### src/rtl/uram_stream_reader_if.sv
// Burst command, memory read port and output stream of the URAM stream reader.
// The reader sits on the slave modport; the controller/memory/consumer side uses master.
interface uram_stream_reader_if #(
  parameter int DATA_WIDTH    = 64,
  parameter int ADDRESS_WIDTH = 12
);
  logic                     start;
  logic [ADDRESS_WIDTH-1:0] base_addr;
  logic [ADDRESS_WIDTH:0]   length;
  logic                     busy;
  logic                     done;
  logic [ADDRESS_WIDTH-1:0] mem_raddr;
  logic [DATA_WIDTH-1:0]    mem_dout;
  logic                     out_valid;
  logic                     out_ready;
  logic [DATA_WIDTH-1:0]    out_data;
  logic                     out_last;

  modport master (
    output start, base_addr, length, mem_dout, out_ready,
    input  busy, done, mem_raddr, out_valid, out_data, out_last
  );

  modport slave (
    input  start, base_addr, length, mem_dout, out_ready,
    output busy, done, mem_raddr, out_valid, out_data, out_last
  );
endinterface

### src/rtl/uram_stream_reader.sv
// Streams a burst of words out of a 1-cycle-latency memory into a ready/valid port,
// using a 2-entry skid FIFO so reads are never issued beyond what can be stored.
module uram_stream_reader #(
  parameter int DATA_WIDTH    = 64,
  parameter int ADDRESS_WIDTH = 12
) (
  input logic                  clock,
  input logic                  reset,
  uram_stream_reader_if.slave  bus
);
  typedef enum logic [1:0] {IDLE, RUN, DRAIN} state_t;

  state_t                   state, state_next;
  logic [ADDRESS_WIDTH-1:0] addr;
  logic [ADDRESS_WIDTH-1:0] raddr_hold;
  logic [ADDRESS_WIDTH:0]   remaining;
  logic                     inflight;
  logic                     inflight_last;
  logic [DATA_WIDTH-1:0]    fifo_data [2];
  logic [1:0]               fifo_last;
  logic                     rd_ptr, wr_ptr;
  logic [1:0]               fifo_count;
  logic                     done_q;
  logic                     issue, final_issue, push, pop;
  logic                     accept_start, zero_start;
  logic [2:0]               occupancy;

  assign push          = inflight;
  assign bus.out_valid = (fifo_count != 2'd0);
  assign pop           = bus.out_valid && bus.out_ready;
  assign occupancy     = {1'b0, fifo_count} + {2'b00, inflight};
  assign bus.out_data  = bus.out_valid ? fifo_data[rd_ptr] : '0;
  assign bus.out_last  = bus.out_valid && fifo_last[rd_ptr];
  assign bus.busy      = (state != IDLE);
  assign bus.done      = done_q;
  // Between issues the address is held, so the memory's extra reads are simply never pushed.
  assign bus.mem_raddr = issue ? addr : raddr_hold;

  always_ff @(posedge clock) begin
    if (!reset) state <= IDLE;
    else        state <= state_next;
  end

  always_comb begin
    state_next   = state;
    issue        = 1'b0;
    final_issue  = 1'b0;
    accept_start = 1'b0;
    zero_start   = 1'b0;
    case (state)
      IDLE: begin
        if (bus.start) begin
          if (bus.length != '0) begin
            accept_start = 1'b1;
            state_next   = RUN;
          end else begin
            zero_start = 1'b1;
          end
        end
      end
      RUN: begin
        // Issue only if the word can be stored after this cycle's pop: FIFO + in-flight < 2.
        issue       = (remaining != '0) && (occupancy < (3'd2 + {2'b00, pop}));
        final_issue = issue && (remaining == (ADDRESS_WIDTH+1)'(1));
        if (final_issue) state_next = DRAIN;
      end
      DRAIN: begin
        if (pop && fifo_last[rd_ptr]) state_next = IDLE;
      end
      default: state_next = IDLE;
    endcase
  end

  // Stage p0 -> p1: issued address becomes an in-flight read
  always_ff @(posedge clock) begin
    if (!reset) begin
      addr          <= '0;
      raddr_hold    <= '0;
      remaining     <= '0;
      inflight      <= 1'b0;
      inflight_last <= 1'b0;
      rd_ptr        <= 1'b0;
      wr_ptr        <= 1'b0;
      fifo_count    <= 2'd0;
      done_q        <= 1'b0;
    end else begin
      done_q        <= zero_start || ((state == DRAIN) && (state_next == IDLE));
      inflight      <= issue;
      inflight_last <= final_issue;
      if (accept_start) begin
        addr      <= bus.base_addr;
        remaining <= bus.length;
      end else if (issue) begin
        addr       <= addr + ADDRESS_WIDTH'(1);
        remaining  <= remaining - (ADDRESS_WIDTH+1)'(1);
        raddr_hold <= addr;
      end
      if (push) wr_ptr <= ~wr_ptr;
      if (pop)  rd_ptr <= ~rd_ptr;
      fifo_count <= fifo_count + {1'b0, push} - {1'b0, pop};
    end
  end

  // Stage p1 -> FIFO: memory data lands in the tail entry
  always_ff @(posedge clock) begin
    if (push) begin
      fifo_data[wr_ptr] <= bus.mem_dout;
      fifo_last[wr_ptr] <= inflight_last;
    end
  end
endmodule
### src/flat_wrapper.sv
// flat-port wrapper written by rule: the top's interface ports become plain ports
module uram_stream_reader_flat 
#(
  parameter int DATA_WIDTH    = 64,
  parameter int ADDRESS_WIDTH = 12
)
  (clock, reset, bus_start, bus_base_addr, bus_length, bus_mem_dout, bus_out_ready, bus_busy, bus_done, bus_mem_raddr, bus_out_valid, bus_out_data, bus_out_last);
  uram_stream_reader_if #(.DATA_WIDTH(DATA_WIDTH), .ADDRESS_WIDTH(ADDRESS_WIDTH)) bus_i ();
  input logic clock;
  input logic reset;
  input wire logic [$bits(bus_i.start)-1:0] bus_start;
  input wire logic [$bits(bus_i.base_addr)-1:0] bus_base_addr;
  input wire logic [$bits(bus_i.length)-1:0] bus_length;
  input wire logic [$bits(bus_i.mem_dout)-1:0] bus_mem_dout;
  input wire logic [$bits(bus_i.out_ready)-1:0] bus_out_ready;
  output wire logic [$bits(bus_i.busy)-1:0] bus_busy;
  output wire logic [$bits(bus_i.done)-1:0] bus_done;
  output wire logic [$bits(bus_i.mem_raddr)-1:0] bus_mem_raddr;
  output wire logic [$bits(bus_i.out_valid)-1:0] bus_out_valid;
  output wire logic [$bits(bus_i.out_data)-1:0] bus_out_data;
  output wire logic [$bits(bus_i.out_last)-1:0] bus_out_last;
  assign bus_i.start = bus_start;
  assign bus_i.base_addr = bus_base_addr;
  assign bus_i.length = bus_length;
  assign bus_i.mem_dout = bus_mem_dout;
  assign bus_i.out_ready = bus_out_ready;
  assign bus_busy = bus_i.busy;
  assign bus_done = bus_i.done;
  assign bus_mem_raddr = bus_i.mem_raddr;
  assign bus_out_valid = bus_i.out_valid;
  assign bus_out_data = bus_i.out_data;
  assign bus_out_last = bus_i.out_last;
  uram_stream_reader #(.DATA_WIDTH(DATA_WIDTH), .ADDRESS_WIDTH(ADDRESS_WIDTH)) u_core (.clock(clock), .reset(reset), .bus(bus_i));
endmodule
### config.mk
export PLATFORM = sky130hd
export DESIGN_NAME = uram_stream_reader_flat
export DESIGN_NICKNAME = d
export VERILOG_FILES = /design/src/rtl/uram_stream_reader_if.sv /design/src/rtl/uram_stream_reader.sv /design/src/flat_wrapper.sv
export SDC_FILE = /design/constraint.sdc
export NUM_CORES = 1
export LEC_CHECK = 0
export BUFFER_PORTS_ARGS = -buffer_cell sky130_fd_sc_hd__buf_2
export CORE_MARGIN = 3
export CORE_UTILIZATION = 58
export CTS_BUF_LIST = sky130_fd_sc_hd__clkbuf_16
export CTS_CLUSTER_DIAMETER = 80
export CTS_CLUSTER_SIZE = 16
export DETAILED_ROUTE_END_ITERATION = 16
export GPL_TIMING_DRIVEN = 1
export PLACE_DENSITY_LB_ADDON = 0.3
export SETUP_SLACK_MARGIN = 0.1
export SLEW_MARGIN = 25
export SYNTH_ARGS = -nofsm -noshare
export SYNTH_HDL_FRONTEND = slang
export SYNTH_SLANG_ARGS = --single-unit
### constraint.sdc
create_clock -name clock -period 8.6 [get_ports clock]
set_input_delay 1.29 -clock clock [delete_from_list [all_inputs] [get_ports clock]]
set_output_delay 1.29 -clock clock [all_outputs]
set_load 0.1 [all_outputs]
==> results of run 1 <==
power by group through the flow:
stage          sequential [mW]  clock, mW  combinational (mW)
6_report                  1.03      0.669                1.57
5_1_grt                   1.04      0.720                1.63
4_1_cts                   1.06      0.683                1.54
3_5_place_dp              1.08          0                1.54
3_3_place_gp              1.07          0                1.52
2_1_floorplan             1.03          0                1.35
synthesized netlist by cell type, types with 2 or more instances:
cell,count
or4_1,3
mux2_2,12
xnor2_1,3
o21ai_0,10
a31oi_1,4
a21oi_1,11
or2_2,3
nand3_1,3
a22oi_1,2
buf_1,10
and2_1,19
o211ai_1,3
nor3_1,9
buf_2,4
inv_1,13
nor4_1,3
nand2_1,21
o2bb2ai_1,2
edfxtp_1,130
buf_6,2
nand4_1,2
nor4_4,2
clkbuf_1,13
nor2_1,85
and3_1,6
xor2_1,2
ha_1,8
o311ai_0,6
a311oi_1,7
a211oi_1,3
mux2i_1,71
o22ai_1,2
dfxtp_1,47
a32oi_1,5
o21a_1,3
state kept, by name, indices dropped and copies added, names as in the netlist, named ones only:
| name | cells |
|---|---|
| u_core.raddr_hold | 12 |
| u_core.addr | 12 |
| u_core.inflight | 1 |
| u_core.fifo_data | 128 |
| u_core.fifo_last | 2 |
| u_core.wr_ptr | 1 |
| u_core.remaining | 13 |
| u_core.state | 2 |
| u_core.rd_ptr | 1 |
| u_core.bus.done | 1 |
| u_core.fifo_count | 2 |
| u_core.inflight_last | 1 |
how the worst max path moves through the flow:
stage               cells past startpoint  slack [ns]           from                to
finish                                  6        4.09  bus_out_ready  bus_mem_raddr[4]
global route                            6        3.91  bus_out_ready  bus_mem_raddr[4]
CTS                                     6        4.11  bus_out_ready  bus_mem_raddr[4]
detailed placement                      6        4.12  bus_out_ready  bus_mem_raddr[4]
global placement                        6        4.22  bus_out_ready  bus_mem_raddr[0]
floorplan                               7        4.48  bus_out_ready  bus_mem_raddr[3]
routing by layer:
| layer | GRT usage | vias up | share of wire |
|---|---|---|---|
| li1 | - | 2339 | - |
| met1 | 0.268 | 2404 | 0.39 |
| met2 | 0.391 | 236 | 0.52 |
| met3 | 0.0553 | 28 | 0.067 |
| met4 | 0.0916 | 0 | 0.021 |
| met5 | 0 | - | 0 |
placed cells by master (no fill, tap or decap), types with 3 or more instances in the layout:
master and n:
a211oi_1 3, nand2_1 21, a32oi_1 5, clkbuf_16 17
and3_1 6, ha_1 8, a311oi_1 7, o21a_1 3
nor2_1 83, nor4_1 3, or4_1 3, buf_2 172
o311ai_0 6, o211ai_1 3, a21oi_1 11, mux2_2 12
xnor2_1 3, clkinv_1 3, edfxtp_1 130, mux2i_1 71
clkinv_2 3, dfxtp_1 46, o21ai_0 10, or2_2 3
buf_4 4, inv_1 17, nor3_1 9, a31oi_1 4
and2_1 18, nand3_1 3
critical path, stage by stage:
cell,delay (ns)
buf_2,0.07
o21ai_0,0.20
o21ai_1,0.30
nand3_2,0.51
mux2_2,0.40
buf_2,0.42
metrics by stage:
| step | hold slack (ns) | area [sq um] | worst slack [ns] | total power [mW] | cells |
|---|---|---|---|---|---|
| 6_report | 0.457 | 8780 | 4.09 | 3.27 | 888 |
| 5_1_grt | 0.475 | 8780 | 3.91 | 3.39 | 888 |
| 4_1_cts | 0.456 | 8750 | 4.11 | 3.29 | 887 |
| 3_5_place_dp | 0.422 | 8240 | 4.12 | 2.62 | 857 |
| 3_3_place_gp | 0.405 | 8240 | 4.22 | 2.59 | 857 |
| 2_1_floorplan | 0.404 | 7270 | 4.48 | 2.38 | 543 |
kinds of logic after synthesis:
group,share of synthesized area
compound gates,0.0634
xor+xnor,0.00603
fa+ha+maj,0.0138
buf+inv,0.0265
flops,0.667
mux,0.116
simple gates,0.107
final cells by class:
| class | instances | area [sq um] | area share |
|---|---|---|---|
| Inverter | 13 | 48.8 | 0.00556 |
| Tap cell | 168 | 210 | 0.0239 |
| Multi-Input combinational cell | 323 | 2250 | 0.256 |
| Timing Repair Buffer | 177 | 918 | 0.105 |
| Clock buffer | 17 | 425 | 0.0484 |
| Sequential cell | 177 | 4850 | 0.552 |
| Clock inverter | 13 | 83.8 | 0.00955 |
==> flow_metrics.env, run 1 <==
export IMPL_n_fill_cell=849
export IMPL_setup_violations=0
export IMPL_antennaDiodeCount=0
export IMPL_grt_max_degree=67
export IMPL_first_pass_iters=5
export IMPL_power_density_mw_per_mm2=373
export IMPL_die_area_sq_mm=0.0139
export IMPL_syn_nets=644
export IMPL_yosys_area_top_type="edfxtp_1"
export IMPL_status="finished, final reports clean"
export IMPL_rsz0062_at_grt="no"
export IMPL_period_minus_slack_ns=4.51
export IMPL_yosysSeqAreaShare=0.667
export IMPL_path_clk_slew_ns=0.06
export IMPL_reg2reg_depth=5
export IMPL_grt_antenna_before_repair=0
export IMPL_async_flop_share=0
export IMPL_slew_violations=0
export IMPL_ys_ff_latch=177
export IMPL_grt_pass1_wl_mm=25.0
export IMPL_hp_class="flip-flop to flip-flop"
export IMPL_hold_viol=0
export IMPL_core_sq_mm=0.0121
export IMPL_cts_root_buffer="clkbuf_16"
export IMPL_endpoint_kind="output pin"
export IMPL_vias_per_cell=5.64
export IMPL_cts_buffers=17
export IMPL_htreeDepth=4
export IMPL_pin_count=173
export IMPL_postCtsHoldBufs=0
export IMPL_place_gp_congestion=0.883
export IMPL_die_w_microns=118
export IMPL_wl_mm=15.4
export IMPL_cts_tree="done"
export IMPL_hold_path_depth=0
export IMPL_synth_area_per_cell_sq_um=13.4
export IMPL_path_max_fanout=28
export IMPL_postRouteAntennaNets=0
export IMPL_die_h_microns=118
export IMPL_clock_skew_ns=0.00909
export IMPL_p_int_mw=1.63
export IMPL_maxCapViolations=0
export IMPL_p_switching_mw=1.64
export IMPL_vias=5007
export IMPL_p_seq_frac=0.316
export IMPL_gr_total_overflow=0
export IMPL_cts_resized=0
export IMPL_synth_cell_types=49
export IMPL_maxSlewHeadroom=0.429
export IMPL_setup_tns_ns=0
export IMPL_p_sw_frac=0.501
export IMPL_postSynthCellCount=543
export IMPL_layout_drive_gt1_share=0.313
export IMPL_synth_top_cell_area_share=0.537
export IMPL_cts_setup_buffers=0
export IMPL_clk_path_buf_depth=2
export IMPL_nNetsFinal=810
export IMPL_synthTopCellsByArea="edfxtp_1 (54%), dfxtp_1 (13%), mux2i_1 (9.8%), nor2_1 (4.4%), mux2_2 (1.9%)"
export IMPL_io_buffers=172
export IMPL_r2r_end="u_core.remaining[7]"
export IMPL_min_to="u_core.fifo_last[0]"
export IMPL_power_frac_comb=0.480
export IMPL_row_count=40
export IMPL_synth_cell_area_sq_mm=0.00727
export IMPL_r2r_start="u_core.state[0]"
export IMPL_rrSetupSlack_ns=5.93
export IMPL_max_slew_worst_pin_slew_ns=0.856
export IMPL_worstPathArrival_ns=3.22
export IMPL_synth_edf_count=130
export IMPL_yosys_warnings=0
export IMPL_syn_to_final_growth_pct=20.8
export IMPL_min_from="u_core.inflight_last"
export IMPL_drt_iter0_drc=390
export IMPL_numClockSinks=177
export IMPL_finalCritPeriodShare=0.524
export IMPL_ys_flop_type="edfxtp_1"
export IMPL_fin_util=0.725
export IMPL_start_util=0.600
export IMPL_first_global_vias=5082
export IMPL_path_class="input port to output pin"
export IMPL_irDropWorstVdd_mv=0.162
export IMPL_post_drt_wl_per_cell_microns=17.3
export IMPL_worstPathRequired_ns=7.31
export IMPL_grt_usage=0.225
export IMPL_fmax_ghz=0.222
export IMPL_cp_start_kind="input port"
export IMPL_insertion_delay_ns=0.42
export IMPL_clock_power_share=0.204
export IMPL_p_leak_nw=3.46
export IMPL_dp_final_hpwl_mm=10.1
export IMPL_drc=0
No activity file was read; power rests on OpenSTA's default activity.
==> inputs of run 2 (changes only) <==
CORE_UTILIZATION = 53   (was 58)
clock period = 4.2 ns   (was 8.6 ns; I/O delays follow)
==> run 2 against run 1 <==
Via count down 1.9%. Sequential power grew 100%. Cell count rose by 1.6%. Sequential share of layout area down 0.80 points.
==> flow_metrics.env, run 2 (synthesis results as in run 1) <==
export IMPL_critical_path_cell_chain="ha_1 -> ha_1 -> o21ai_1 -> and3_1 -> mux2_2 -> buf_2"
export IMPL_cpLargestDelayFamily="simple AND/OR/NAND/NOR gates"
export IMPL_syn_to_final_growth_pct=22.6
export IMPL_status="finished, final reports clean"
export IMPL_cp_start_kind="flip-flop"
export IMPL_worstPathRequired_ns=3.57
export IMPL_die_area_sq_mm=0.0152
export IMPL_maxSlewHeadroom=0.428
export IMPL_clk_path_buf_depth=2
export IMPL_finalCritPeriodShare=0.817
export IMPL_critical_path_max_stage_delay_ns=0.65
export IMPL_place_gp_congestion=0.848
export IMPL_p_leak_nw=3.51
export IMPL_largest_reg_flops=128
export IMPL_power_density_mw_per_mm2=779
export IMPL_most_common_layout_cells="buf_2 (172), edfxtp_1 (130), nor2_1 (83)"
export IMPL_stdcell_count=902
export IMPL_dp_final_hpwl_mm=10.5
export IMPL_drt_iter0_drc=405
export IMPL_m1WireLength_mm=6.48
export IMPL_path_clk_slew_ns=0.06
export IMPL_vias=4913
export IMPL_grt_max_degree=44
export IMPL_maxCapViolations=0
export IMPL_grt_pass1_wl_mm=23.2
export IMPL_gr_total_overflow=0
export IMPL_numClockSinks=177
export IMPL_postCtsHoldBufs=0
export IMPL_cp_slowest_cell="and3_1"
export IMPL_preCtsSetupSlack_ns=0.994
export IMPL_start_util=0.544
export IMPL_drc=0
export IMPL_irDropWorstVdd_mv=0.368
export IMPL_post_drt_wl_per_cell_microns=17.0
export IMPL_grt_antenna_before_repair=1
export IMPL_first_global_vias=4780
export IMPL_grt_usage=0.199
export IMPL_final_common_cell="buf_2"
export IMPL_pin_count=173
export IMPL_met3_length_mm=1.10
export IMPL_rsz0062_at_grt="no"
export IMPL_cts_tree="done"
export IMPL_first_pass_iters=5
export IMPL_die_h_microns=123
export IMPL_period_minus_slack_ns=3.43
export IMPL_hold_viol=0
export IMPL_worstPathArrival_ns=2.80
export IMPL_dpl_cell_count=868
export IMPL_die_w_microns=123
export IMPL_cts_resized=0
export IMPL_hp_class="input port to flip-flop"
export IMPL_setup_tns_ns=0
export IMPL_cts_buffers=17
export IMPL_path_class="flip-flop to output pin"
export IMPL_nNetsFinal=812
export IMPL_postRouteAntennaNets=0
export IMPL_slew_violations=0
export IMPL_cts_root_buffer="clkbuf_16"
export IMPL_regMostFlops="u_core.fifo_data"
export IMPL_layout_setup_ws_ns=0.767
export IMPL_fmax_ghz=0.291
export IMPL_row_count=42
export IMPL_insertion_delay_ns=0.42
export IMPL_maxUsedRoutingLayer="met4"
export IMPL_reg_top3="u_core.fifo_data x128, u_core.remaining x13"
export IMPL_wl_mm=15.3
export IMPL_max_slew_worst_pin_slew_ns=0.858
export IMPL_setup_violations=0
export IMPL_vias_per_cell=5.45
export IMPL_crit_buf_inv=1
export IMPL_endpoint_kind="output pin"
export IMPL_critPathMostFrequentCell="ha_1"
export IMPL_wl_met2_mm=7.39
export IMPL_cts_setup_buffers=0
export IMPL_clock_skew_ns=0.00574
export IMPL_core_sq_mm=0.0133
export IMPL_htreeDepth=4
export IMPL_io_buffers=172
export IMPL_path_max_fanout=14
export IMPL_layout_drive_gt1_share=0.323
## run 2: final cells by class
type,instances,area (sq um)
inverter,13,48.8
antenna,2,5.00
timing repair buffer,179,933
tap,176,220
clock inverter,15,183
clock buffer,17,425
multi-input combinational,323,2250
fill,988,4440
sequential,177,4850
## run 2: per-layer routing
metal | GRT usage | up-vias
met5 | 0 | -
met4 | 0.0934 | 0
met3 | 0.0476 | 25
met2 | 0.328 | 184
met1 | 0.250 | 2346
li1 | - | 2358
## run 2: path summary, 6_finish.rpt
| check | startpoint | slack, ns | to | cells after the start |
|---|---|---|---|---|
| max | u_core.fifo_count[0] | 0.77 | bus_mem_raddr[10] | 6 |
| min | bus_mem_dout[6] | 0.40 | u_core.fifo_data[0][6] | 1 |
| max reg2reg | u_core.state[0] | 1.68 | u_core.addr[9] | 5 |
| min reg2reg | u_core.inflight_last | 0.43 | u_core.fifo_last[1] | 0 |
## run 2: power by group
group	total, mW	switching, mW	internal [mW]
sequential	2.11	0.106	2.00
clock	1.60	0.659	0.945
combinational	3.22	2.66	0.563
total	6.94	3.42	3.51
## run 2: metrics by stage
stage,power [mW],hold WS [ns],instance area [sq um],util
global route,7.19,0.376,8910,0.667
detailed placement,5.38,0.425,8300,0.622
floorplan,4.86,0.404,7270,-
CTS,6.98,0.374,8900,0.667
finish,6.94,0.400,8910,0.668
global placement,5.33,0.405,8270,0.620
